===== src/rtl/dmem_arbiter.sv =====
// Round-robin arbiter sharing a single-ported data memory between the core LSU (port 0) and a debug/DMA loader (port 1).
// Optional per-port transaction counters are enabled with the DMEM_ARB_STATS_EN macro.
module dmem_arbiter #(
    parameter int DW    = 32,
    parameter int AW    = 32,
    parameter int DEPTH = 128
) (
    input  logic          clk_i,
    input  logic          rst_i,
    input  logic          p0_req_i,
    input  logic          p0_we_i,
    input  logic [AW-1:0] p0_addr_i,
    input  logic [DW-1:0] p0_wdata_i,
    output logic          p0_ack_o,
    output logic [DW-1:0] p0_rdata_o,
    output logic          p0_err_o,
    input  logic          p1_req_i,
    input  logic          p1_we_i,
    input  logic [AW-1:0] p1_addr_i,
    input  logic [DW-1:0] p1_wdata_i,
    output logic          p1_ack_o,
    output logic [DW-1:0] p1_rdata_o,
    output logic          p1_err_o,
    output logic [AW-1:0] mem_write_addr_o,
    output logic [DW-1:0] mem_write_data_o,
    output logic [AW-1:0] mem_read_addr_o,
    output logic          mem_read_o,
    output logic          mem_write_o,
    input  logic [DW-1:0] mem_read_data_i
`ifdef DMEM_ARB_STATS_EN
    ,
    output logic [15:0]   p0_count_o,
    output logic [15:0]   p1_count_o
`endif
);

    // state | meaning
    // IDLE  | waiting for a request; grants round-robin on a tie
    // ACCESS| one cycle driving the memory for the latched transaction
    // RESP  | one-cycle ack (and err) to the served port
    localparam logic [1:0] S_IDLE   = 2'd0;
    localparam logic [1:0] S_ACCESS = 2'd1;
    localparam logic [1:0] S_RESP   = 2'd2;

    logic [1:0]    state_q, state_d;
    logic          last_q, last_d;
    logic          sel_q, sel_d;
    logic          we_q, we_d;
    logic [AW-1:0] addr_q, addr_d;
    logic [DW-1:0] wdata_q, wdata_d;
    logic [DW-1:0] rdata0_q, rdata0_d;
    logic [DW-1:0] rdata1_q, rdata1_d;
    logic          in_range;

    assign in_range = (addr_q < AW'(DEPTH));

    always_comb begin
        state_d  = state_q;
        last_d   = last_q;
        sel_d    = sel_q;
        we_d     = we_q;
        addr_d   = addr_q;
        wdata_d  = wdata_q;
        rdata0_d = rdata0_q;
        rdata1_d = rdata1_q;
        case (state_q)
            S_IDLE: begin
                // Port 0 wins unless it was the last one served and port 1 is waiting.
                if (p0_req_i && (!p1_req_i || last_q)) begin
                    sel_d   = 1'b0;
                    last_d  = 1'b0;
                    we_d    = p0_we_i;
                    addr_d  = p0_addr_i;
                    wdata_d = p0_wdata_i;
                    state_d = S_ACCESS;
                end else if (p1_req_i) begin
                    sel_d   = 1'b1;
                    last_d  = 1'b1;
                    we_d    = p1_we_i;
                    addr_d  = p1_addr_i;
                    wdata_d = p1_wdata_i;
                    state_d = S_ACCESS;
                end
            end
            S_ACCESS: begin
                if (!we_q) begin
                    if (sel_q) rdata1_d = in_range ? mem_read_data_i : '0;
                    else       rdata0_d = in_range ? mem_read_data_i : '0;
                end
                state_d = S_RESP;
            end
            S_RESP:  state_d = S_IDLE;
            default: state_d = S_IDLE;
        endcase
    end

    always_ff @(posedge clk_i or posedge rst_i) begin
        if (rst_i) begin
            state_q  <= S_IDLE;
            last_q   <= 1'b1;
            sel_q    <= 1'b0;
            we_q     <= 1'b0;
            addr_q   <= '0;
            wdata_q  <= '0;
            rdata0_q <= '0;
            rdata1_q <= '0;
        end else begin
            state_q  <= state_d;
            last_q   <= last_d;
            sel_q    <= sel_d;
            we_q     <= we_d;
            addr_q   <= addr_d;
            wdata_q  <= wdata_d;
            rdata0_q <= rdata0_d;
            rdata1_q <= rdata1_d;
        end
    end

    // Strobes decode straight from state so an async reset drops them at once.
    assign mem_write_addr_o = addr_q;
    assign mem_read_addr_o  = addr_q;
    assign mem_write_data_o = wdata_q;
    assign mem_write_o      = (state_q == S_ACCESS) && we_q && in_range;
    assign mem_read_o       = (state_q == S_ACCESS) && !we_q && in_range;

    assign p0_ack_o   = (state_q == S_RESP) && !sel_q;
    assign p1_ack_o   = (state_q == S_RESP) && sel_q;
    assign p0_err_o   = p0_ack_o && !in_range;
    assign p1_err_o   = p1_ack_o && !in_range;
    assign p0_rdata_o = rdata0_q;
    assign p1_rdata_o = rdata1_q;

`ifdef DMEM_ARB_STATS_EN
    logic [15:0] cnt0_q, cnt1_q;

    always_ff @(posedge clk_i or posedge rst_i) begin
        if (rst_i) begin
            cnt0_q <= '0;
            cnt1_q <= '0;
        end else begin
            if (p0_ack_o && (cnt0_q != 16'hFFFF)) cnt0_q <= cnt0_q + 16'd1;
            if (p1_ack_o && (cnt1_q != 16'hFFFF)) cnt1_q <= cnt1_q + 16'd1;
        end
    end

    assign p0_count_o = cnt0_q;
    assign p1_count_o = cnt1_q;
`endif

endmodule

===== config.mk =====
export PLATFORM = sky130hd
export DESIGN_NAME = dmem_arbiter
export DESIGN_NICKNAME = d
export VERILOG_FILES = /design/src/rtl/dmem_arbiter.sv
export SDC_FILE = /design/constraint.sdc
export NUM_CORES = 1
export LEC_CHECK = 0
export BUFFER_PORTS_ARGS = -buffer_cell sky130_fd_sc_hd__buf_2
export CELL_PAD_IN_SITES_DETAIL_PLACEMENT = 0
export CELL_PAD_IN_SITES_GLOBAL_PLACEMENT = 1
export CORE_ASPECT_RATIO = 1.25
export CORE_UTILIZATION = 38
export CTS_BUF_LIST = sky130_fd_sc_hd__clkbuf_2
export CTS_CLUSTER_DIAMETER = 150
export DETAILED_ROUTE_END_ITERATION = 8
export PLACE_DENSITY_LB_ADDON = 0.1
export SYNTH_ARGS = -nofsm -noshare
export SYNTH_HDL_FRONTEND = slang
export SYNTH_SLANG_ARGS = --single-unit

===== constraint.sdc =====
create_clock -name clk_i -period 11.5 [get_ports clk_i]
set_input_delay 2.3 -clock clk_i [delete_from_list [all_inputs] [get_ports clk_i]]
set_output_delay 2.3 -clock clk_i [all_outputs]
set_load 0.05 [all_outputs]

-- Word-level counts from Yosys, hierarchy flattened
Cells that the tools add are included.
- register bits: 133
- bits in latches: 0
- memory bits (writable): 0
- bits in read-only memories: 0
- bits of input ports: 166
- output and inout port bits: 166
- memories kept: 0
- $add $sub $neg: 0
- multiply operators: 0
- div/mod/pow operators: 0
- $lt $le $gt $ge: 1
- equality and inequality tests: 3
- shift operators: 0
- mux-type cells: 12
- bitwise gates (word level): 2
- reductions and logical operators: 19
- operators with widths (operator ; count):
    $mux 32 ; 5
    $lt 32x8->1 const B ; 1
    $logic_and 1x1->1 ; 9
    $reduce_and 3->1 ; 2
    $logic_not 1->1 ; 4
    $mux 1 ; 4
    $mux 2 ; 2
    $pmux 2 s2 ; 1
    $ne 3x3->1 const B ; 1
    $eq 2x1->1 const B ; 1
    $eq 2x2->1 const B ; 1
    $logic_not 2->1 ; 1
    $not 1->1 ; 2
    $reduce_and 2->1 ; 1
    $reduce_bool 2->1 ; 1
    $logic_or 1x1->1 ; 1

-- Longest topological paths before layout
Gate-level depths: netlist (run 1).
- depth after elaboration: 5
- gate-level depth with buffers: 7
- depth with buffers taken out: 3

-- Worst setup path before layout (run 1)
OpenSTA, ideal clock, no wires.
- kind: reg2out
- start: register addr_q[11], in the netlist mem_read_addr_o[11]
- end: output port mem_read_o
- arrival time: 3.003 ns
- data required time: 9.200 ns
- path slack: 6.198 ns
- cell stages (with the launch flop): 5
- path buffers: 1
- cells stage by stage: dfrtp_1 nor4_4 nand4_4 buf_2 nor4_1
- cells in the longest elaborated chain, start to end: 2
- ends and longest elaborated chain (what ; line ; RTL):
    start: declaration ; 49 ; logic [AW-1:0] addr_q, addr_d;
    start signal: assignment ; 112 ; addr_q <= addr_d;
    $lt 32x8->1 ; 55 ; assign in_range = (addr_q < AW'(DEPTH));
    $logic_and 1x1->1 ; 124 ; assign mem_read_o = (state_q == S_ACCESS) && !we_q && in_range;
    end: declaration ; 27 ; output logic mem_read_o,
No other way between the ends.

-- Worst setup path after layout (run 1)
Ends and elaborated chain as after synthesis.

==> results of run 1 <==
[metrics by stage]
stage	instances	cell area, sq um	hold slack [ns]	total power, W
after CTS	1260	9030	0.5006	0.002950
after global routing	1268	9050	0.5217	0.003083
final	1268	9050	0.4991	0.002925
after global placement	1228	8767	0.4546	0.002617
after floorplan	777	7308	0.4868	0.002238
after detailed placement	1228	8767	0.4573	0.002625
[worst max-delay path, stage by stage, from the launching register on]
cell and delay, ns:
dfrtp_1 0.47, nor4_4 0.29, buf_4 0.39, nand4_4 0.70
nor4_1 0.47, buf_2 0.34
[sequential cells by signal (all words and copies together), names as in the netlist]
name / count
last_q: 1
mem_read_addr_o: 32
mem_write_data_o: 32
p0_rdata_o: 32
p1_rdata_o: 32
sel_q: 1
state_q: 2
we_q: 1
[area by class of cell]
class,instances,area share [%]
Clock buffer,21,1.161
Multi-Input combinational cell,515,37.19
Timing Repair Buffer,346,19.55
Sequential cell,133,36.79
Clock inverter,11,1.742
Inverter,2,0.1383
Antenna cell,8,0.2212
Tap cell,232,3.208
[where the power goes]
group	leakage [nW]	internal [W]	switching [W]
clock	0.159	0.000144	0.000175
combinational	2.27	0.000393	0.00141
sequential	1.63	0.000660	0.000148
[final timing paths]
path / startpoint / to / slack (ns)
worst max register to register: mem_read_addr_o[11]$_DFFE_PP0P_ / p0_rdata_o[31]$_DFFE_PP0P_ / 8.94
max in group asynchronous: rst_i / p0_rdata_o[13]$_DFFE_PP0P_ / 8.45
worst min register to register: p0_rdata_o[3]$_DFFE_PP0P_ / p0_rdata_o[3]$_DFFE_PP0P_ / 0.50
worst min-delay path: p0_rdata_o[3]$_DFFE_PP0P_ / p0_rdata_o[3]$_DFFE_PP0P_ / 0.50
min in group asynchronous: rst_i / mem_read_addr_o[8]$_DFFE_PP0P_ / 1.60
worst max-delay path: mem_read_addr_o[11]$_DFFE_PP0P_ / mem_read_o / 5.81
[layer usage]
layer  up-vias  global-route usage [%]  wire length [microns]
li1       3334                       -                      -
met1      3465                   31.32                  10540
met2       259                   43.78                  12760
met3        29                   6.934                   1599
met4         0                   10.33                    560
met5         -                       0                      0
[cell families (layout without fill, tap and decap cells)]
kind of cell | count (synthesis) | in the layout | share of synthesized area (%)
other cells | 0 | 8 | 0
flops | 133 | 133 | 45.56
compound gates | 265 | 265 | 24.19
buf+inv | 129 | 380 | 8.783
simple gates | 250 | 250 | 21.47
[layout by cell type, fill, tap and decap left out, types with 21 or more instances in the layout]
cell / netlist / layout
clkbuf_2: 0 / 21
buf_2: 9 / 331
nor4b_1: 32 / 32
nand2_1: 97 / 97
o21ai_1: 38 / 38
o41ai_2: 31 / 31
o21ai_0: 59 / 59
dfrtp_1: 132 / 132
nand4_1: 32 / 32
nand3b_1: 65 / 65
a31oi_1: 65 / 65
a21oi_1: 69 / 69
==> results.md, run 1 <==
- Setup TNS: 0 ns
- GPL Wtd Cong: 0.7837
- Die X: 126.0 microns
- Global Route Usage Sum: 25.89%
- Critical Path RT: 9.20 ns
- Clk slew on worst S/H paths: 0.20 ns
- CTS tree: done
- Fin util: 48.19%
- Initial Util: 38.92%
- Seq/Total Area, Yosys: 45.56%
- EDFF count, synth: 0
- IO buf count: 331
- Drt pass-1 iters: 4
- Layout fillers: 1,952
- Setup crit start kind: register
- Final nets: 1,181
- Synth area leaders: dfrtp_1 (45%), o41ai_2 (6.9%), nand3b_1 (6.7%)
- Synth Register Bits: 133
- Largest net degree at the start of global routing: 87
- Worst Setup Slack, final: 5.811 ns
- Hold_buf cts: 0
- Worst ir drop on vdd: 188.8 uV
- Post-CTS setup buffers: 0
- Max_slew headroom: 28.75%
- Die Area: 19,790 sq um
- Leak: 4.063 nW
- Crit end category: output port
- Layout cells sized above 1: 41.34%
- Netlist cell types: 37
- Fin Clk Skew: 0.03964 ns
- Clock buffer count from CTS: 17
- Clock Latency Late Sink: 0.72 ns
- Via density per instance: 5.589
- Pwr/cell area: 323.2 nW/um^2
- Hold depth: 2
- Placeable Area: 18,780 sq um
- Top-area cell type share of the netlist area: 45.20%
- Final Hold Vio Count: 0
- Ys Warns: 0
- Syn-to-layout area delta: 23.83%
- Slew Viols, Final: 0
- Worst-margin pin slew: 1.069 ns
- Initial antenna violation count: 8
- Routed vias: 7,087
- Drc violations: 0
- Mapped Cells: 777
- Hpwl dp: 17.08 mm
- Period minus WS final: 5.689 ns
- Post-synth top cells: dfrtp_1 (132), nand2_1 (97), clkbuf_1 (76)
- Post-cts sizing count: 0
- Min-Delay Path Class: reg -> reg
- Final setup viols: 0
- Count leader, synth: dfrtp_1
- Outcome: complete, no violations
- Antenna-violating nets left: 0
- Pre-CTS setup slack: 6.631 ns
- Worst Path Max Fanout: 36
- Worst r2r path cells: 4
- IO Pins: 332
- Row cnt: 56
- Total gr overflow: 0
- Vias in the first global route: 6,860
- Clock tree root driver cell: clkbuf_2
- CTS max path bufs: 2
- Crit share post-route: 49.47%
- Footprint of the multi-input gates: 3366 sq um
- First-pass GRT wire length: 39.28 mm
- Mapped Avg Cell Area: 9.406 sq um
- Post-synth ARST share: 100.0%
- Syn Nets: 943
- Leading register cell type out of synthesis: dfrtp_1
- Iteration-0 DRC Markers: 348
- Leading area contributor after synthesis: dfrtp_1
- Synthesized area: 7308 sq um
- Routed wire length: 25.46 mm
- Crit path kind: reg -> out
- Crit path DAT: 3.39 ns
- Clk sinks: 133
- H-tree depth: 4
- Die Y: 157.1 microns
- FF/Latch Area: 3329 sq um
- WL/cell: 20.08 microns
- Max-cap violations: 0
- Maximum clock rate: 175.8 MHz
- RSZ-0062 raised after global routing: false
(Power assumes the default switching activity.)
==> run 2: changes to the inputs <==
- CORE_UTILIZATION: 38 -> 32
- clock period: 11.5 -> 5 ns (I/O delays scaled with it)
==> run 2 against run 1 <==
Clock-buffer cell count down 2. Sequential share of layout area shrank 0.24 points. Worst hold slack better by 0.0035 ns. Wire length up 4.2%.
==> results.md, run 2 (synthesis results as in run 1) <==
- Post-CTS setup buffers: 0 (unchanged)
- Total gr overflow: 0 (unchanged)
- Maximum clock rate: 250.5 MHz
- Initial antenna violation count: 8 (unchanged)
- Max_slew headroom: 30.64% (+1.9 points)
- Placeable Area: 22,360 sq um (+19%)
- Delay-heaviest family, CP: simple AND/OR/NAND/NOR gates
- Period minus WS final: 3.991 ns
- Fin Clk Skew: 0.04396 ns (+0.004315 ns)
- Hpwl dp: 18.14 mm (+6.2%)
- Routed vias: 6,967 (-1.7%)
- Setup crit start kind: register
- Cell Chain, Critical Path: nor4_4 -> buf_4 -> nand2_4 -> nor4_1 -> buf_2
- CTS max path bufs: 2 (unchanged)
- IO Pins: 332 (unchanged)
- Drc violations: 0 (unchanged)
- Leak: 4.067 nW (about the same)
- Worst-margin pin slew: 1.040 ns (-0.02827 ns)
- Worst r2r path cells: 5 (+1)
- Global Route Usage Sum: 22.97% (-2.9 points)
- Overall Power: 0.006681 W (+130%)
- Crit share post-route: 79.83%
- Footprint of the multi-input gates: 3366 sq um (unchanged)
- RSZ-0062 raised after global routing: false
- Worst ir drop on vdd: 346.7 uV (+84%)
- CTS tree: done
- Worst Setup Slack, final: 1.009 ns (-4.802 ns)
- Final Hold Vio Count: 0 (unchanged)
- Routed metal-1 wire length: 10.93 mm (+3.7%)
- Reg2reg start: state_q[0]$_DFFE_PP0P_
- IO buf count: 331 (unchanged)
- Pwr/cell area: 733.5 nW/um^2 (+130%)
- Via density per instance: 5.270 (-5.7%)
- GPL Wtd Cong: 0.7676 (-2.1%)
- Initial Util: 32.68% (-6.2 points)
- Iteration-0 DRC Markers: 244 (-30%)
- Crit path DAT: 2.99 ns (-0.40 ns)
- CP max stage delay: 0.48 ns (-0.22 ns)
- Commonest non-fill, non-tap cell in the layout: buf_2
- Row cnt: 61 (+8.9%)
- Slew Viols, Final: 0 (unchanged)
- Clk sinks: 133 (unchanged)
- H-tree depth: 4 (unchanged)
- Vias in the first global route: 7,090 (+3.4%)
- WL/cell: 20.07 microns (about the same)
- Reg-to-Reg End: mem_read_addr_o[21]$_DFFE_PP0P_
- Routed wire length: 26.53 mm (+4.2%)
- Met2 WL post-DR: 13.42 mm (+5.2%)
- Largest net degree at the start of global routing: 107 (+23%)
- Antenna-violating nets left: 0 (unchanged)
- Hold_buf cts: 0 (unchanged)
- Layout fillers: 2,333 (+20%)
- Crit path kind: reg -> out
- Slowest-stage cell, CP: dfrtp_1
- Clock buffer count from CTS: 17 (unchanged)
- Critical Path RT: 4.00 ns (-5.20 ns)
- Worst Path Max Fanout: 36 (unchanged)
- Drt pass-1 iters: 5 (+1)
- Met3 WL: 1.865 mm (+17%)
- Final setup viols: 0 (unchanged)
- Clock Latency Late Sink: 0.70 ns (-0.02 ns)
- Setup slack, reg-to-reg: 2.39 ns (-6.55 ns)
- Final nets: 1,185 (+0.34%)
- Die Area: 23,450 sq um (+18%)
- Die X: 137.2 microns (+8.8%)
- Post-cts sizing count: 0 (unchanged)
- Uppermost routed layer: met5
- Syn-to-layout area delta: 24.64%
- Outcome: complete, no violations
- Pre-CTS setup slack: 1.786 ns (-4.845 ns)
- Crit end category: output port
- First-pass GRT wire length: 40.77 mm (+3.8%)
- Layout cells sized above 1: 41.76% (+0.42 points)
- Clk slew on worst S/H paths: 0.22 ns (+0.02 ns)
- Min-Delay Path Class: in -> async
- Max-cap violations: 0 (unchanged)
- FF/Latch Area: 3329 sq um (unchanged)
- Most frequent cells in the layout: buf_2 (331), dfrtp_1 (132), nand2_1 (97)
- Die Y: 171.0 microns (+8.9%)
- Setup TNS: 0 ns (unchanged)
- Critical path buffer and inverter count: 2 (unchanged)
- Clock tree root driver cell: clkbuf_2
run 2: metal layers:
metal,up-vias,global-route usage (%)
met5,-,0
met4,2,6.689
met2,246,39.15
met1,3352,27.67
li1,3350,-
met3,17,6.815
run 2: final cells by class:
cell class                 instances  area share, %
timing repair buffer             350          19.75
sequential                       133          36.55
multi-input combinational        515          36.95
inverter                           2         0.1374
clock buffer                      19          1.044
clock inverter                    13          1.484
antenna                            7         0.1923
tap                              283          3.887
run 2: how the worst max path moves through the flow:
| stage | start | endpoint | slack, ns | cells past startpoint |
|---|---|---|---|---|
| finish | mem_read_addr_o[30]$_DFFE_PP0P_ | mem_read_o | 1.01 | 5 |
| global route | mem_read_addr_o[30]$_DFFE_PP0P_ | mem_read_o | 0.68 | 5 |
| CTS | mem_read_addr_o[30]$_DFFE_PP0P_ | mem_read_o | 0.89 | 5 |
| detailed placement | mem_read_addr_o[30]$_DFFE_PP0P_ | mem_read_o | 1.79 | 5 |
| global placement | mem_read_addr_o[30]$_DFFE_PP0P_ | mem_read_o | 1.79 | 5 |
| floorplan | rst_i | mem_read_addr_o[0]$_DFFE_PP0P_ | 0.45 | 1 |
run 2: metrics by stage:
stage,utilization (%),hold slack (ns),instance area [sq um],cells
after floorplan,-,0.4868,7308,777
final,40.73,0.5026,9109,1322
after global routing,40.72,0.4023,9106,1321
after CTS,40.65,0.4063,9091,1315
after detailed placement,39.62,0.4560,8861,1283
after global placement,39.62,0.4544,8861,1283
run 2: report_power, final:
part	leakage (nW)	internal (W)	switching [W]
Combinational	2.29	0.000911	0.00325
Clock	0.144	0.000231	0.000430
Sequential	1.63	0.00152	0.000343
run 2: worst reg2reg max path: cells and delay by family, from the launching register on:
family / cells / cell delay, ns
buf+inv: 2 / 1.01
simple gates: 2 / 0.88
flops: 1 / 0.49
compound gates: 1 / 0.12
